$ cat src/rtl/traffic_display_driver_pkg.sv
// traffic_pkg: shared types and constants for the traffic display driver.
//   conv_state_e     - converter FSM encoding (2-bit)
//   SEG_BLANK/SEG_n  - active-low 7-segment codes, bit order {g,f,e,d,c,b,a}
//   AN_DIG0..3       - active-low digit enables, one per scan index
//   seg_encode       - BCD digit to segment code
//   an_select        - scan index to anode pattern
package traffic_pkg;

    typedef enum logic [1:0] {
        ST_IDLE   = 2'd0,
        ST_CONV1  = 2'd1,
        ST_CONV2  = 2'd2,
        ST_COMMIT = 2'd3
    } conv_state_e;

    localparam logic [6:0] SEG_BLANK = 7'h7F;
    localparam logic [6:0] SEG_0     = 7'b1000000;
    localparam logic [6:0] SEG_1     = 7'b1111001;
    localparam logic [6:0] SEG_2     = 7'b0100100;
    localparam logic [6:0] SEG_3     = 7'b0110000;
    localparam logic [6:0] SEG_4     = 7'b0011001;
    localparam logic [6:0] SEG_5     = 7'b0010010;
    localparam logic [6:0] SEG_6     = 7'b0000010;
    localparam logic [6:0] SEG_7     = 7'b1111000;
    localparam logic [6:0] SEG_8     = 7'b0000000;
    localparam logic [6:0] SEG_9     = 7'b0010000;

    localparam logic [3:0] AN_DIG0 = 4'b1110;  // count1 ones
    localparam logic [3:0] AN_DIG1 = 4'b1101;  // count1 tens
    localparam logic [3:0] AN_DIG2 = 4'b1011;  // count2 ones
    localparam logic [3:0] AN_DIG3 = 4'b0111;  // count2 tens

    function automatic logic [6:0] seg_encode(input logic [3:0] d);
        case (d)
            4'd0:    return SEG_0;
            4'd1:    return SEG_1;
            4'd2:    return SEG_2;
            4'd3:    return SEG_3;
            4'd4:    return SEG_4;
            4'd5:    return SEG_5;
            4'd6:    return SEG_6;
            4'd7:    return SEG_7;
            4'd8:    return SEG_8;
            4'd9:    return SEG_9;
            default: return SEG_BLANK;
        endcase
    endfunction

    function automatic logic [3:0] an_select(input logic [1:0] i);
        case (i)
            2'd0:    return AN_DIG0;
            2'd1:    return AN_DIG1;
            2'd2:    return AN_DIG2;
            default: return AN_DIG3;
        endcase
    endfunction

endpackage

$ cat src/rtl/traffic_display_driver_if.sv
// Signal bundle between the traffic controller side and the display driver.
//   count1/count2 - binary countdown values in
//   light1/light2 - lamp vectors in
//   seg/an        - multiplexed active-low 7-segment display out
//   led1/led2     - registered lamp outputs
//   busy          - BCD conversion in progress
// master: the side producing counts/lights; slave: the display driver.
interface traffic_display_driver_if;
    logic [7:0] count1;
    logic [7:0] count2;
    logic [2:0] light1;
    logic [2:0] light2;
    logic [6:0] seg;
    logic [3:0] an;
    logic [2:0] led1;
    logic [2:0] led2;
    logic       busy;

    modport master (
        output count1, count2, light1, light2,
        input  seg, an, led1, led2, busy
    );

    modport slave (
        input  count1, count2, light1, light2,
        output seg, an, led1, led2, busy
    );
endinterface

$ cat src/rtl/traffic_display_driver_bin_to_bcd8.sv
// bin_to_bcd8: sequential 8-bit shift-add-3 (double dabble) converter.
//   clk, rst - clock, synchronous active-high reset
//   start    - begin conversion of din; the start edge performs step 1
//   din      - binary value, must be <= 99 (only tens/ones are kept)
//   bcd      - {tens, ones}; holds the result once active drops
//   active   - steps 2..8 still pending
//   done     - high in the cycle whose rising edge performs the 8th step
module bin_to_bcd8
    import traffic_pkg::*;
(
    input  logic       clk,
    input  logic       rst,
    input  logic       start,
    input  logic [7:0] din,
    output logic [7:0] bcd,
    output logic       active,
    output logic       done
);

    logic [7:0] shreg;
    logic [2:0] steps;  // steps already completed

    // One iteration: add 3 to any nibble >= 5, then shift in the next bit.
    // The hundreds carry is dropped; inputs are clamped below 100.
    function automatic logic [7:0] dabble(input logic [7:0] b, input logic bit_in);
        logic [3:0] hi;
        logic [3:0] lo;
        hi = (b[7:4] >= 4'd5) ? b[7:4] + 4'd3 : b[7:4];
        lo = (b[3:0] >= 4'd5) ? b[3:0] + 4'd3 : b[3:0];
        return {hi[2:0], lo, bit_in};
    endfunction

    always_ff @(posedge clk) begin
        if (rst) begin
            bcd    <= '0;
            shreg  <= '0;
            steps  <= '0;
            active <= 1'b0;
        end else if (start) begin
            bcd    <= dabble(8'h00, din[7]);
            shreg  <= {din[6:0], 1'b0};
            steps  <= 3'd1;
            active <= 1'b1;
        end else if (active) begin
            bcd   <= dabble(bcd, shreg[7]);
            shreg <= {shreg[6:0], 1'b0};
            steps <= steps + 3'd1;
            if (steps == 3'd7)
                active <= 1'b0;
        end
    end

    assign done = active && (steps == 3'd7);

endmodule

$ cat src/rtl/traffic_display_driver.sv
// traffic_display_driver: BCD-converts two countdown values and scans them
// onto a 4-digit multiplexed active-low 7-segment display; also registers
// the two lamp vectors.
//   clk, rst - clock, synchronous active-high reset
//   bus      - traffic_display_driver_if.slave (counts/lights in,
//              seg/an/led1/led2/busy out)
// One converter is shared: count1 converts first, its result is parked in
// hold1 while count2 converts, then all four digits commit on one edge so
// the display never shows a mix of old and new values.
module traffic_display_driver
    import traffic_pkg::*;
#(
    parameter int SCAN_DIV  = 50000,
    parameter int CLAMP_MAX = 99
) (
    input  logic                      clk,
    input  logic                      rst,
    traffic_display_driver_if.slave   bus
);

    localparam int         PW        = (SCAN_DIV > 2) ? $clog2(SCAN_DIV) : 1;
    localparam logic [PW-1:0] PRESC_MAX = PW'(SCAN_DIV - 1);
    localparam logic [7:0] CLAMP     = 8'(CLAMP_MAX);

    conv_state_e     state, state_n;
    logic [7:0]      snap1, snap2, hold1;
    logic [3:0][3:0] digits;       // [3]=c2 tens, [2]=c2 ones, [1]=c1 tens, [0]=c1 ones
    logic [PW-1:0]   presc;
    logic [1:0]      scan_idx;
    logic [6:0]      disp_seg;
    logic [3:0]      disp_an;
    logic [2:0]      lamp1, lamp2;
    logic            changed;
    logic            conv_start, conv_active, conv_done;
    logic [7:0]      conv_din, conv_bcd;

    function automatic logic [7:0] clamp(input logic [7:0] v);
        return (v > CLAMP) ? CLAMP : v;
    endfunction

    assign changed = (bus.count1 != snap1) || (bus.count2 != snap2);

    bin_to_bcd8 u_bcd (
        .clk    (clk),
        .rst    (rst),
        .start  (conv_start),
        .din    (conv_din),
        .bcd    (conv_bcd),
        .active (conv_active),
        .done   (conv_done)
    );

    always_ff @(posedge clk) begin
        if (rst) state <= ST_IDLE;
        else     state <= state_n;
    end

    // Start fires on the first cycle of each CONV state; the converter is
    // always idle then because the previous conversion has run to completion.
    always_comb begin
        state_n    = state;
        conv_start = 1'b0;
        conv_din   = clamp(snap1);
        case (state)
            ST_IDLE:   if (changed) state_n = ST_CONV1;
            ST_CONV1: begin
                conv_start = !conv_active;
                if (conv_done) state_n = ST_CONV2;
            end
            ST_CONV2: begin
                conv_start = !conv_active;
                conv_din   = clamp(snap2);
                if (conv_done) state_n = ST_COMMIT;
            end
            ST_COMMIT: state_n = ST_IDLE;
            default:   state_n = ST_IDLE;
        endcase
    end

    always_ff @(posedge clk) begin
        if (rst) begin
            snap1  <= '0;
            snap2  <= '0;
            hold1  <= '0;
            digits <= '0;
        end else begin
            if (state == ST_IDLE && changed) begin
                snap1 <= bus.count1;
                snap2 <= bus.count2;
            end
            // count1's result is still on conv_bcd when count2 starts
            if (state == ST_CONV2 && conv_start)
                hold1 <= conv_bcd;
            if (state == ST_COMMIT)
                digits <= {conv_bcd, hold1};
        end
    end

    // Scan prescaler and digit index
    always_ff @(posedge clk) begin
        if (rst) begin
            presc    <= '0;
            scan_idx <= '0;
        end else if (presc == PRESC_MAX) begin
            presc    <= '0;
            scan_idx <= scan_idx + 2'd1;
        end else begin
            presc <= presc + 1'b1;
        end
    end

    // seg and an register together; odd indices are tens and blank on zero
    always_ff @(posedge clk) begin
        if (rst) begin
            disp_seg <= SEG_BLANK;
            disp_an  <= 4'hF;
            lamp1    <= '0;
            lamp2    <= '0;
        end else begin
            disp_an  <= an_select(scan_idx);
            disp_seg <= (scan_idx[0] && digits[scan_idx] == 4'd0) ? SEG_BLANK
                                                                   : seg_encode(digits[scan_idx]);
            lamp1    <= bus.light1;
            lamp2    <= bus.light2;
        end
    end

    assign bus.seg  = disp_seg;
    assign bus.an   = disp_an;
    assign bus.led1 = lamp1;
    assign bus.led2 = lamp2;
    assign bus.busy = (state != ST_IDLE);

endmodule
$ cat src/flat_wrapper.sv
// flat-port wrapper written by rule: the top's interface ports become plain ports
module traffic_display_driver_flat import traffic_pkg::*;
#(
    parameter int SCAN_DIV  = 50000,
    parameter int CLAMP_MAX = 99
)
  (clk, rst, bus_count1, bus_count2, bus_light1, bus_light2, bus_seg, bus_an, bus_led1, bus_led2, bus_busy);
  traffic_display_driver_if bus_i ();
  input  logic clk;
  input  logic rst;
  input wire logic [$bits(bus_i.count1)-1:0] bus_count1;
  input wire logic [$bits(bus_i.count2)-1:0] bus_count2;
  input wire logic [$bits(bus_i.light1)-1:0] bus_light1;
  input wire logic [$bits(bus_i.light2)-1:0] bus_light2;
  output wire logic [$bits(bus_i.seg)-1:0] bus_seg;
  output wire logic [$bits(bus_i.an)-1:0] bus_an;
  output wire logic [$bits(bus_i.led1)-1:0] bus_led1;
  output wire logic [$bits(bus_i.led2)-1:0] bus_led2;
  output wire logic [$bits(bus_i.busy)-1:0] bus_busy;
  assign bus_i.count1 = bus_count1;
  assign bus_i.count2 = bus_count2;
  assign bus_i.light1 = bus_light1;
  assign bus_i.light2 = bus_light2;
  assign bus_seg = bus_i.seg;
  assign bus_an = bus_i.an;
  assign bus_led1 = bus_i.led1;
  assign bus_led2 = bus_i.led2;
  assign bus_busy = bus_i.busy;
  traffic_display_driver #(.SCAN_DIV(SCAN_DIV), .CLAMP_MAX(CLAMP_MAX)) u_core (.clk(clk), .rst(rst), .bus(bus_i));
endmodule
$ cat config.mk
export PLATFORM = sky130hd
export DESIGN_NAME = traffic_display_driver_flat
export DESIGN_NICKNAME = d
export VERILOG_FILES = /design/src/rtl/traffic_display_driver_pkg.sv /design/src/rtl/traffic_display_driver_if.sv /design/src/rtl/traffic_display_driver_bin_to_bcd8.sv /design/src/rtl/traffic_display_driver.sv /design/src/flat_wrapper.sv
export SDC_FILE = /design/constraint.sdc
export NUM_CORES = 1
export LEC_CHECK = 0
export ABC_CLOCK_PERIOD_IN_PS = 2700
export BUFFER_PORTS_ARGS = -buffer_cell sky130_fd_sc_hd__buf_2
export CAP_MARGIN = 20
export CORE_MARGIN = 2
export CORE_UTILIZATION = 50
export CTS_CLUSTER_SIZE = 28
export DETAILED_ROUTE_END_ITERATION = 16
export HOLD_SLACK_MARGIN = 0.05
export PLACE_DENSITY = 0.7
export SKIP_CTS_REPAIR_TIMING = 1
export SYNTH_ARGS = -nofsm -noshare
export SYNTH_HDL_FRONTEND = slang
export SYNTH_SLANG_ARGS = --single-unit
$ cat constraint.sdc
create_clock -name clk -period 2.7 [get_ports clk]
set_input_delay 0.405 -clock clk [delete_from_list [all_inputs] [get_ports clk]]
set_output_delay 0.405 -clock clk [all_outputs]
set_load 0.1 [all_outputs]
==> results of run 1 <==
## flip-flops by register name, indices dropped and copies added, names as in the netlist, 2 cells and up
register,flops
u_core.bus.led1,3
u_core.u_bcd.bcd,8
u_core.digits,16
u_core.state,2
u_core.scan_idx,2
u_core.snap2,8
u_core.bus.led2,3
u_core.bus.an,4
u_core.snap1,8
u_core.bus.seg,7
u_core.presc,16
u_core.u_bcd.shreg,7
u_core.hold1,8
u_core.u_bcd.steps,3
## kinds of logic after synthesis
logic type      after synthesis  share of synthesized area
fa+ha+maj                    21                     0.0610
xor+xnor                     34                     0.0691
compound gates               52                     0.0822
buf+inv                      35                     0.0334
simple gates                158                      0.167
flops                        96                      0.446
mux                          56                      0.142
## final cells by class
class,count,share of cell area
inverter,14,0.0109
tap,105,0.0274
timing repair buffer,48,0.0537
clock buffer,10,0.0287
clock inverter,6,0.0115
multi-input combinational,321,0.468
sequential,96,0.400
## worst max-delay path, stage by stage, from the launching register on
cell and delay (ps):
dfxtp_1 640, mux4_2 710, nor2b_1 200, nand2_1 90, a21oi_1 280, o21ai_0 130
## power groups by stage
stage / sequential, mW / combinational (mW) / clock, mW
2_1_floorplan: 1.76 / 0.982 / 0
3_3_place_gp: 1.71 / 1.24 / 0
3_5_place_dp: 1.72 / 1.26 / 0
4_1_cts: 1.69 / 1.26 / 0.944
5_1_grt: 1.71 / 1.39 / 1.00
6_report: 1.69 / 1.26 / 0.913
## layer usage
layer,global-route usage,vias up,share of wire
met3,0.0368,9,0.029
li1,-,1624,-
met5,0,-,0
met4,0.0585,0,0.012
met2,0.278,40,0.45
met1,0.238,1484,0.51
## cells in the final DEF, fill, tap and decap left out, drive strengths merged, types with 2 or more instances in the layout
cell | Yosys | final
o221ai | 2 | 2
a21oi | 17 | 17
xor2 | 7 | 7
a211oi | 10 | 10
nor2b | 11 | 11
inv | 14 | 19
buf | 7 | 48
nand3 | 8 | 8
a32oi | 3 | 3
xnor2 | 27 | 27
and4 | 4 | 4
mux4 | 4 | 4
clkbuf | 14 | 10
nand2 | 22 | 22
o21ai | 10 | 10
dfxtp | 96 | 96
nand2b | 8 | 8
nor2 | 85 | 85
mux2i | 51 | 51
nand4 | 7 | 7
and3 | 2 | 2
nor3 | 7 | 7
ha | 21 | 21
## path summary, 6_finish.rpt
kind	start	end	slack [ps]	cells past startpoint
min reg2reg	u_core.presc[0]	u_core.presc[0]	470	1
min	bus_light2[0]	u_core.bus.led2[0]	240	2
max reg2reg	u_core.scan_idx[0]	u_core.bus.seg[5]	520	5
max	u_core.scan_idx[0]	u_core.bus.seg[5]	520	5
## synth_stat cells (4+ instances only)
| library cell | count | area share |
|---|---|---|
| mux2i_1 | 51 | 0.12 |
| o21ai_0 | 10 | 0.012 |
| inv_1 | 14 | 0.012 |
| a211oi_1 | 10 | 0.017 |
| buf_1 | 4 | 0.0035 |
| nor2_1 | 85 | 0.074 |
| xor2_1 | 7 | 0.014 |
| dfxtp_1 | 96 | 0.45 |
| nand3_1 | 8 | 0.0093 |
| nand2b_1 | 8 | 0.012 |
| and4_1 | 4 | 0.0081 |
| clkbuf_1 | 14 | 0.012 |
| xnor2_1 | 27 | 0.055 |
| nand2_1 | 22 | 0.019 |
| a21oi_1 | 17 | 0.020 |
| mux4_2 | 4 | 0.021 |
| nor3_1 | 7 | 0.0081 |
| nor2b_1 | 11 | 0.016 |
| ha_1 | 21 | 0.061 |
| nand4_1 | 7 | 0.010 |
## per-stage QoR
stage / hold WS [ps] / cell area [µm²] / worst slack, ps / util / total power, mW
floorplan: 426 / 4310 / 787 / - / 2.74
finish: 242 / 4800 / 518 / 0.578 / 3.86
detailed placement: 449 / 4610 / 493 / 0.555 / 2.98
global route: 229 / 4800 / 320 / 0.578 / 4.10
CTS: 228 / 4800 / 520 / 0.578 / 3.89
global placement: 437 / 4610 / 512 / 0.555 / 2.95
==> metrics.md, run 1 <==
| Metric | Value |
|---|---|
| Sequential share of the synthesized area | `0.446` |
| Startpoint Class | `flip-flop` |
| Post-Syn Instances | `between 400 and 500` |
| Int Power | `2.44 mW` |
| Final Instance Count excl. Fillers | `600` |
| Drc violations | `0` |
| Final Cycle Share | `0.808` |
| Syn nets | `slightly below 500` |
| CTS clk-pin slew, worst paths | `roughly 100 ps` |
| Layout cells sized above 1 | `0.143` |
| Vias in the first global route | `2923` |
| Initial drt markers | `between 90 and 100` |
| Outcome | `completed` |
| RePlAce Congestion | `0.785` |
| Clock tree sinks | `96` |
| F_max | `about 460 MHz` |
| Initial antenna violation count | `0` |
| Fin. max-slew vios | `0` |
| Largest net degree at the start of global routing | `32` |
| WL/cell | `about 13 µm` |
| Die span in x | `roughly 97 µm` |
| Share of total power in sequential cells | `0.438` |
| Via count | `about 3.2k` |
| Drt pass-1 iters | `4` |
| Max VDD drop | `0.570 mV` |
| Vias per Instance | `5.26` |
| Placed Instances | `584` |
| #FFs+latches synth | `between 90 and 100` |
| Sw power | `between 1 and 1.5 mW` |
| Final hold violation count | `0` |
| Area Overhead vs Synth | `11.4%` |
| Die ar. | `around 9400 µm²` |
| Post-detail-place hpwl | `between 5 and 6 mm` |
| Area of the multi-input gates | `~2200 µm²` |
| Mapped cell area | `~4300 µm²` |
| Initial Util | `0.519` |
| Nets | `535` |
| Pwr per Cell Area | `around 800 nW/µm²` |
| Sequential cell area | `slightly below 2000 µm²` |
| Synth Flop Type | `dfxtp_1` |
| RSZ-0062 raised after global routing | `false` |
| Setup tns final | `0 ps` |
| Synth warn | `0` |
| Core area | `around 8300 µm²` |
| H-tree levels | `3` |
| CTS buffer count | `9` |
| CP Data Arrival Time | `2420 ps` |
| TritonCTS clock tree | `done` |
| Period minus WS final | `2180 ps` |
| Synth cell types | `41` |
| Fillers | `approximately 700` |
| Layout Skew | `between 10 and 15 ps` |
| Syn avg cell area | `roughly 9.5 µm²` |
| Final WL | `7.86 mm` |
| Critical Path Sink Type | `flip-flop` |
| Crit path required time | `roughly 3000 ps` |
| CTS root buf | `clkbuf_8` |
| Worst hold path type | `in -> reg` |
| Max Cap Viol | `0` |
| Actual slew at the worst max-slew pin | `about 600 ps` |
| Latest clock arrival within the worst-skew pair | `between 300 and 400 ps` |
| Power share of the clock group | `0.237` |
| Antenna Nets Post-Route | `0` |
| Antenna diodes | `0` |
| Post-synth EDFFs | `0` |
| CP Class | `reg -> reg` |
| Ys async rst share | `0` |
| Die Span Y | `~97 µm` |
| Crit Path Max Fanout | `11` |
| Lkg Pwr | `1.87 nW` |
| Slew HR | `0.592` |
| First-pass GRT wire length | `between 10 and 15 mm` |
| Max clock buf depth | `2` |
| Switching Share | `0.366` |
| Total Routing Usage GR | `0.175` |
| Ports | `between 40 and 50` |
| Final setup violation count | `0` |
| Aggregate global routing overflow | `0` |
| Combinational Power Share | `0.326` |
| Port-buffer cells | `41` |
| # rows | `33` |
No activity file was read; power rests on OpenSTA's default activity.
==> inputs of run 2 (changes only) <==
--- a/config.mk
+++ b/config.mk
@@ -5,7 +5,7 @@
 export SDC_FILE = /design/constraint.sdc
 export NUM_CORES = 1
 export LEC_CHECK = 0
-export ABC_CLOCK_PERIOD_IN_PS = 2700
+export ABC_CLOCK_PERIOD_IN_PS = 2120
 export BUFFER_PORTS_ARGS = -buffer_cell sky130_fd_sc_hd__buf_2
 export CAP_MARGIN = 20
 export CORE_MARGIN = 2
==> constraint.sdc (replaced) <==
create_clock -name clk -period 2.12 [get_ports clk]
set_input_delay 0.318 -clock clk [delete_from_list [all_inputs] [get_ports clk]]
set_output_delay 0.318 -clock clk [all_outputs]
set_load 0.1 [all_outputs]
==> metrics.md, run 2 (synthesized netlist as in run 1, its figures left out) <==
| Metric | Value |
|---|---|
| Setup tns final | `0 ps` |
| RR Endpoint | `u_core.presc[3]` |
| Latest clock arrival within the worst-skew pair | `approximately 360 ps` |
| Max VDD drop | `0.542 mV` |
| Nets | `between 500 and 600` |
| CTS clk-pin slew, worst paths | `~100 ps` |
| Die span in x | `slightly below 100 µm` |
| Layout cells sized above 1 | `0.154` |
| RSZ-0062 raised after global routing | `false` |
| F_max | `around 500 MHz` |
| Port-buffer cells | `between 40 and 50` |
| CTS root buf | `clkbuf_8` |
| WL/cell | `about 13 µm` |
| Beginning of the worst hold path | `bus_light2[0]` |
| Lkg Pwr | `between 1.5 and 2 nW` |
| Clock tree sinks | `between 90 and 100` |
| Pwr per Cell Area | `approximately 1000 nW/µm²` |
| CTS buffer count | `9` |
| H-tree levels | `3` |
| Initial drt markers | `76` |
| Max clock buf depth | `2` |
| Core area | `8300 µm²` |
| # rows | `33` |
| Crit Path Max Fanout | `6` |
| Initial antenna violation count | `0` |
| Fin. max-slew vios | `0` |
| Layout Skew | `~14 ps` |
| Design Power | `between 5 and 6 mW` |
| Drt pass-1 iters | `4` |
| Die Span Y | `96.9 µm` |
| Final hold violation count | `0` |
| Aggregate global routing overflow | `0` |
| Final hold slack | `around 160 ps` |
| Vias per Instance | `about 5.3` |
| Worst Hold Path EP | `u_core.bus.led2[0]` |
| Period minus WS final | `about 2000 ps` |
| Met1 GRT Util | `0.235` |
| Startpoint Class | `flip-flop` |
| RePlAce Congestion | `just over 0.8` |
| Drc violations | `0` |
| Vias in the first global route | `3064` |
| Largest regs | `u_core.digits: 16 flops, u_core.presc: 16 flops` |
| Ports | `between 40 and 50` |
| Min-Delay Path Depth | `2` |
| Critical Path Sink Type | `output pin` |
| Outcome | `completed` |
| TritonCTS clock tree | `done` |
| CP Data Arrival Time | `around 1700 ps` |
| R2R Setup Slk | `around 220 ps` |
| Antenna Nets Post-Route | `0` |
| CP Class | `reg -> out` |
| Final setup violation count | `0` |
| Final Cycle Share | `0.945` |
| Final Instance Count excl. Fillers | `slightly above 600` |
| Placed Instances | `589` |
| Die ar. | `around 9400 µm²` |
| Final WL | `8.14 mm` |
| Slew HR | `0.677` |
| Area Overhead vs Synth | `13.0%` |
| Grt met2 use | `0.296` |
| Total Routing Usage GR | `0.179` |
| Commonest non-fill, non-tap cell in the layout | `dfxtp_1` |
| Actual slew at the worst max-slew pin | `approximately 490 ps` |
| GR Util met3 | `0.0289` |
| Worst reg2reg path depth | `6` |
| Antenna diodes | `0` |
| GRT busiest layer | `met2` |
| Post-detail-place hpwl | `~6 mm` |
| Most frequent cells in the layout | `dfxtp_1, nor2_1, mux2i_1` |
| Crit path required time | `1800 ps` |
| Initial Util | `0.519` |
| Fillers | `730` |
| Largest net degree at the start of global routing | `27` |
| First-pass GRT wire length | `14.0 mm` |
| Via count | `3199` |
| Max Cap Viol | `0` |
| Worst hold path type | `in -> reg` |
| Worst R2R Start | `u_core.presc[7]` |
-- run 2: how the worst max path moves through the flow --
stage	from	to	slack, ps	cells past startpoint
after floorplan	u_core.snap1[7]	u_core.snap2[2]	210	6
after global placement	u_core.scan_idx[0]	u_core.bus.seg[6]	230	5
after detailed placement	u_core.scan_idx[0]	u_core.bus.seg[5]	150	5
after CTS	u_core.state[1]	bus_busy	100	4
after global routing	u_core.state[0]	u_core.u_bcd.shreg[1]	20	6
final	u_core.state[1]	bus_busy	120	4
-- run 2: cell type report --
type                       count  area (µm²)  area share
multi-input combinational    321        2240       0.461
sequential                    96        1920       0.395
timing repair buffer          53         308      0.0632
clock buffer                  10         138      0.0283
tap                          105         131      0.0270
clock inverter                 6        73.8      0.0152
inverter                      14        52.6      0.0108
-- run 2: per-stage QoR --
| stage | area [µm²] | util | worst slack, ps |
|---|---|---|---|
| 3_3_place_gp | 4660 | 0.561 | 235 |
| 3_5_place_dp | 4660 | 0.561 | 147 |
| 4_1_cts | 4870 | 0.587 | 100 |
| 5_1_grt | 4870 | 0.587 | 18.1 |
| 2_1_floorplan | 4310 | - | 211 |
| 6_report | 4870 | 0.587 | 117 |
-- run 2: report_power, final --
part / switching, mW / total [mW] / internal, mW / leakage [nW]
Sequential: 0.184 / 2.17 / 1.99 / 0.785
Combinational: 0.967 / 1.66 / 0.691 / 1.01
Clock: 0.648 / 1.24 / 0.594 / 0.108
-- run 2: worst max-delay path: stages, from the launching register on --
cell	delay, ps
dfxtp_1	430
inv_1	100
ha_1	290
inv_1	90
buf_2	420
-- run 2: layer usage --
layer  wire length (µm)  share of wire
met1               3870           0.48
met2               3790           0.47
met3                346          0.043
met4                134          0.016
met5                  0              0
